`src/rtl/carry_save_pkg.sv`:
```
// carry_save_pkg: shared state enum, beat counter width and operand extension helper
package carry_save_pkg;
  typedef enum logic [1:0] {ACCUM, RESOLVE, HOLD} state_t;
  localparam int BEAT_W = 16;
  function automatic logic [63:0] extend(input logic [63:0] v, input int n, input bit sgn);
    logic [63:0] r;
    for (int i = 0; i < 64; i++) r[i] = (i < n) ? v[i] : (sgn & v[n-1]);
    return r;
  endfunction
endpackage

```
`src/rtl/csa_layer.sv`:
```
// csa_layer: 3:2 compression of a, b, c (W bits) into sum and unshifted carry
module csa_layer #(
  parameter int W = 16
) (
  input  logic [W-1:0] a,
  input  logic [W-1:0] b,
  input  logic [W-1:0] c,
  output logic [W-1:0] sum,
  output logic [W-1:0] carry
);
  for (genvar i = 0; i < W; i++) begin : g_bit
    full_adder u_fa (.a(a[i]), .b(b[i]), .ci(c[i]), .s(sum[i]), .co(carry[i]));
  end
endmodule

```
`src/rtl/full_adder.sv`:
```
// full_adder: one-bit full adder (a, b, ci -> s, co)
module full_adder (
  input  logic a,
  input  logic b,
  input  logic ci,
  output logic s,
  output logic co
);
  assign s  = a ^ b ^ ci;
  assign co = (a & b) | (ci & (a ^ b));
endmodule

```
`src/rtl/carry_save_accumulator.sv`:
```
// carry_save_accumulator: K operands/beat into a carry-save total, resolved after in_last (clk, rst, in_* stream, clear, out_* result)
module carry_save_accumulator
  import carry_save_pkg::*;
#(
  parameter int N      = 8,
  parameter int K      = 3,
  parameter int ACC_W  = 16,
  parameter bit SIGNED = 0
) (
  input  logic              clk,
  input  logic              rst,
  input  logic              in_valid,
  output logic              in_ready,
  input  logic [K*N-1:0]    in_data,
  input  logic              in_last,
  input  logic              clear,
  output logic              out_valid,
  input  logic              out_ready,
  output logic [ACC_W-1:0]  out_sum,
  output logic [BEAT_W-1:0] out_beats
);
  state_t state, state_next;
  logic [ACC_W-1:0] sum_r, carry_r;
  logic [BEAT_W-1:0] cnt;
  logic [ACC_W-1:0] ext [K];
  logic [ACC_W-1:0] ps [K+1];
  logic [ACC_W-1:0] pc [K+1];
  logic [ACC_W-1:0] lc [K];
  assign ps[0] = sum_r;
  assign pc[0] = carry_r;
  for (genvar j = 0; j < K; j++) begin : g_tree
    assign ext[j] = ACC_W'(extend(64'(in_data[j*N +: N]), N, SIGNED));
    csa_layer #(.W(ACC_W)) u_csa (
      .a(ps[j]), .b(pc[j]), .c(ext[j]), .sum(ps[j+1]), .carry(lc[j])
    );
    assign pc[j+1] = lc[j] << 1;
  end
  assign in_ready  = (state == ACCUM) && !clear;
  assign out_valid = (state == HOLD);
  always_comb begin
    state_next = state;
    state_next = (state == ACCUM) ? ((in_ready && in_valid && in_last) ? RESOLVE : ACCUM) :
                 (state == RESOLVE) ? HOLD : (out_ready ? ACCUM : HOLD);
  end
  always_ff @(posedge clk) begin
    if (rst) begin
      state     <= ACCUM;
      sum_r     <= '0;
      carry_r   <= '0;
      cnt       <= '0;
      out_sum   <= '0;
      out_beats <= '0;
    end else begin
      state <= state_next;
      if ((state == ACCUM && clear) || (state == HOLD && out_ready)) begin
        sum_r   <= '0;
        carry_r <= '0;
        cnt     <= '0;
      end else if (state == ACCUM && in_valid) begin
        sum_r   <= ps[K];
        carry_r <= pc[K];
        cnt     <= (&cnt) ? cnt : cnt + 1'b1;
      end
      if (state == RESOLVE) begin
        out_sum   <= sum_r + carry_r;
        out_beats <= cnt;
      end
    end
  end
endmodule
```
`config.mk`:
```
export PLATFORM = sky130hd
export DESIGN_NAME = carry_save_accumulator
export DESIGN_NICKNAME = d
export VERILOG_FILES = /design/src/rtl/carry_save_pkg.sv /design/src/rtl/csa_layer.sv /design/src/rtl/full_adder.sv /design/src/rtl/carry_save_accumulator.sv
export SDC_FILE = /design/constraint.sdc
export NUM_CORES = 1
export LEC_CHECK = 0
export CAP_MARGIN = 15
export CORE_MARGIN = 5
export CORE_UTILIZATION = 52
export CTS_BUF_LIST = sky130_fd_sc_hd__clkbuf_4
export DETAILED_ROUTE_END_ITERATION = 16
export GPL_TIMING_DRIVEN = 0
export PLACE_DENSITY = 0.79
export SKIP_CTS_REPAIR_TIMING = 1
export SYNTH_ARGS = -nofsm -noshare
export SYNTH_HDL_FRONTEND = slang
export SYNTH_SLANG_ARGS = --single-unit
```
`constraint.sdc`:
```
create_clock -name clk -period 2.1 [get_ports clk]
set_input_delay 0.315 -clock clk [delete_from_list [all_inputs] [get_ports clk]]
set_output_delay 0.315 -clock clk [all_outputs]
set_load 0.01 [all_outputs]
```
After elaboration in Yosys (flattened, before gate mapping)

Index checks and enable logic that the tools add are counted.

Register bits: 81
Bits in latches: 0
Bits in writable memories: 0
Memory bits (read-only): 0
Bits of input ports: 30
Output and inout port bits: 34
Logic and storage cells: 183
Memories kept: 0

Add/subtract/negate cells: 2
Multipliers: 0
Div/mod/pow operators: 0
Order comparisons: 0
Equal/unequal tests: 2
Shifts and indexed selects: 0
Muxes and demuxes: 4
Bitwise logic cells: 157
Reductions and logical operators: 12

Operators by type and width:

| kind                    | count |
|---|---|
| $xor A1 B1 Y1           | 69 |
| $and A1 B1 Y1           | 66 |
| $or A1 B1 Y1            | 21 |
| $add A16 B1 Y16 const B | 1 |
| $add A16 B16 Y16        | 1 |
| $reduce_and A16 Y1      | 1 |
| $logic_and A1 B1 Y1     | 6 |
| $mux W2                 | 3 |
| $eq A2 B1 Y1 const B    | 1 |
| $eq A2 B2 Y1 const B    | 1 |
| $logic_not A2 Y1        | 1 |
| $reduce_and A2 Y1       | 1 |
| $reduce_or A2 Y1        | 1 |
| $logic_not A1 Y1        | 1 |
| $logic_or A1 B1 Y1      | 1 |
| $mux W1                 | 1 |
| $not A1 Y1              | 1 |

Longest topological paths before layout

Depth after elaboration: 9
Depth in mapped cells: 8
Depth with buffers taken out: 8

Hierarchy

A second synthesis with hierarchy kept.

Cells, all modules: 500
Area, all modules: 4688.2 sq um

Modules (own cells, without submodules):

| module                 | times used | cells each | area each (sq um) | sequential area each (sq um) |
|---|---|---|---|---|
| carry_save_accumulator | 1          | 452        | 3727.3            | 1621.6 |
| full_adder             | 48         | 1          | 20.0              | 0.0 |

Worst setup path before layout

OpenSTA, ideal clock, no wires.

Kind: input to register
Start point: in in_data[1]
End point: reg sum_r[1]
Library setup time: 0.070 ns
Arrival: 2.054 ns
Required time: 2.030 ns
Slack: -0.024 ns
Cell stages on the path: 7
Path buffers: 0
Cells stage by stage: fa_1 inv_1 fa_1 inv_1 fa_1 nand2_1 a21oi_1

Longest elaborated chain between the ends: 5

Ends and longest elaborated chain:

| element                             | RTL line                     | RTL |
|---|---|---|
| from (decl)                         | carry_save_accumulator.sv:14 | `input logic [K*N-1:0] in_data,` |
| $xor A1 B1 Y1 (5 in a row)          | full_adder.sv:9              | `assign s = a ^ b ^ ci;` |
| net g_tree[2].u_csa.g_bit[1].u_fa.s | full_adder.sv:6              | `output logic s,` |
| to (signal assigned)                | carry_save_accumulator.sv:60 | `sum_r <= ps[K];` |
| to (decl)                           | carry_save_accumulator.sv:23 | `logic [ACC_W-1:0] sum_r, carry_r;` |

The timed path passes the listed nets, and every way through them passes these cells.
A chain may end at the register's enable or synchronous reset.

Worst setup path in the final report

Start point: reg sum_r[3]
End point: reg sum_r[3]

Longest elaborated chain between the ends: 6

Ends and longest elaborated chain:

| element                    | RTL line |
|---|---|
| $xor A1 B1 Y1 (6 in a row) | full_adder.sv:9 |

Every way passes these cells.

==> flow_metrics.tcl <==
set metrics [dict create \
    synthArstFlopShare_pct 0 \
    worstSetupPathType "reg2reg" \
    powerDensity_nw_per_um2 559.4 \
    cp.buffers_inverters 1 \
    grt_max_degree 17 \
    status "finished with violations" \
    synth_top_cell_area_share_pct 34.75 \
    start_util_pct 53.50 \
    clk_pin_slew_ns 0.15 \
    worstPathRequired_ns 2.45 \
    finalWirelength_mm 11.76 \
    clkLatencyLatePin_ns 0.45 \
    maxCapViolCount 0 \
    finalPower_mw 3.220 \
    seq_area_frac_synth_pct 34.75 \
    worst_pin_slew_ns 0.7543 \
    coreArea_sq_um 8721 \
    syn_area_sq_um 4666 \
    slew_violations 0 \
    cts_tree "done" \
    die_w_microns 104.7 \
    areaGrowthSynthToFinish_pct 23.38 \
    grtUsageTotal_pct 21.31 \
    final_common_cell "nand2_1" \
    critPathLaunchType "flip-flop" \
    synth_warnings 0 \
    clk_path_buf_depth 2 \
    p_leak_nw 2.196 \
    path_cells "fa_1 > inv_2 > fa_2 > fa_2 > a211oi_2" \
    period_share_pct 107.5 \
    cpPeakStageDelay_ns 0.54 \
    ant_nets 0 \
    antenna_found_initial 1 \
    violations "negative setup slack" \
    cts_max_level 3 \
    grt_pass1_vias 4189 \
    dr.pass1.iters 5 \
    worst_path_dominant_cell_family "adder cells" \
    min_path_type "reg2reg" \
    syn_avg_cell_area_sq_um 8.592 \
    synth_area_leaders "dfxtp_1, fa_1, ha_1" \
    period_needed_ns 2.256 \
    drt_iter0_drc 280 \
    preCtsSetupSlack_ns -0.5708 \
    cp_max_fo 3 \
    hpwl_mm 8.563 \
    setup_slack_ns -0.1565 \
    rows 34 \
    ioPinCount 64 \
    drive_above_1_share_pct 11.50 \
    numClockSinks 81 \
    critPathCaptureType "flip-flop" \
    numCtsBuffers 9 \
    ir_worst_vdd_mv 0.3461 \
    crit_path_frequent_cell "fa_2" \
    ys_ff_latch 81 \
    syn_nets 632 \
    syn_inst 543 \
    post_drt_via_cell_ratio 5.608 \
    setup_tns_ns -0.6027 \
    rsz0062_at_grt "true" \
    synthFlopType "dfxtp_1" \
    max_freq_ghz 0.4432 \
    layout_common_cells "nand2_1, dfxtp_1, clkdlybuf4s50_1" \
    root_buffer "clkbuf_4" \
    gr-total-overflow 0 \
    synth_cell_type_count 50 \
    die_h_microns 104.7 \
    finalClockSkew_ns 0.01533 \
    synth_top_area_cell "dfxtp_1" \
    io_buffers 63 \
    slew_headroom_pct 49.71 \
    cp_data_arrival_time_ns 2.61 \
    nets 710 \
    wire_per_inst_microns 16.00 \
    die-area_sq_um 10970 \
    globalplace.congestion 0.8748 \
    vias 4122 \
    grt_pass1_wl_mm 19.37 \
    finalSetupViolCount 10 \
    drc 0 \
    hold_viol 0 \
    slowest_stage "fa_2" \
    synth_edf_count 0 \
]
## worst register-to-register path, stage by stage (launching register included)
cell and delay [ns]:
dfxtp_4 0.38, fa_1 0.52, inv_2 0.04, fa_2 0.54, fa_2 0.45, a211oi_2 0.23
## layout make-up
cell class | instances | area (sq um)
timing repair buffer | 67 | 663.1
clock inverter | 7 | 83.83
clock buffer | 9 | 67.56
inverter | 59 | 221.5
tap | 108 | 135.1
sequential | 81 | 1649
multi-input combinational | 377 | 2821
buffer | 26 | 112.6
antenna | 1 | 2.502
fill | 696 | 2964
## sequential cells by signal, summed over array words and instances (netlist names)
| register | cells |
|---|---|
| cnt | 16 |
| out_beats | 16 |
| out_sum | 16 |
| sum_r | 16 |
| carry_r | 15 |
| state | 2 |
## routing by layer
layer | track usage [%] | wire length (microns)
met4 | 9.315 | 307
met2 | 34.13 | 5638
met5 | 0 | 0
met1 | 28.23 | 5119
met3 | 3.822 | 693
## path summary, 6_finish.rpt
kind / slack, ns / endpoint / cells after the start / startpoint
worst max-delay path: -0.16 / sum_r[3]$_SDFFE_PP0P_ / 5 / sum_r[3]$_SDFFE_PP0P_
worst min-delay path: 0.46 / out_sum[4]$_SDFFE_PP0P_ / 2 / out_sum[4]$_SDFFE_PP0P_
worst max register to register: -0.16 / sum_r[3]$_SDFFE_PP0P_ / 5 / sum_r[3]$_SDFFE_PP0P_
worst min register to register: 0.46 / out_sum[4]$_SDFFE_PP0P_ / 2 / out_sum[4]$_SDFFE_PP0P_
## cell usage after synthesis, types with 2 or more instances
cell       number
buf_1           3
or3_1           3
a21boi_0        2
o21a_1          2
dfxtp_1        81
nor2_1         37
nor4b_1         2
nor3_1         10
and3_1          6
ha_1           31
and2_1          4
nor3b_1         2
o211ai_1        9
nand3b_1        3
clkbuf_1       21
a32o_1          2
a21oi_1        47
and4_1          4
xor2_1         12
inv_1          59
nand3_1        11
o41ai_1         2
nand2_1        90
fa_1           28
o2111ai_1       3
xnor2_1         5
nand4_1         8
nor2b_1         4
a211oi_1       15
a21o_1          5
mux2i_1         4
o21ai_0        10
## logic make-up after synthesis
logic type | share of synthesized area [%]
mux | 0.8582
flops | 34.75
simple gates | 19.44
buf+inv | 7.026
fa+ha+maj | 20.33
compound gates | 14.40
xor+xnor | 3.191
## report_power, final
| part | total [mW] | switching [mW] | internal [mW] |
|---|---|---|---|
| Sequential | 1.60 | 0.0322 | 1.57 |
| Combinational | 0.608 | 0.342 | 0.266 |
| Clock | 1.01 | 0.622 | 0.388 |
## per-stage QoR
step | cells | hold slack, ns | area, sq um | util, %
floorplan | 543 | 0.4165 | 4666 | -
global placement | 714 | 0.4415 | 5431 | 62.28
detailed placement | 714 | 0.4473 | 5431 | 62.28
CTS | 730 | 0.4611 | 5583 | 64.02
global route | 735 | 0.4932 | 5757 | 66.01
finish | 735 | 0.4626 | 5757 | 66.01
(Power assumes the default switching activity.)
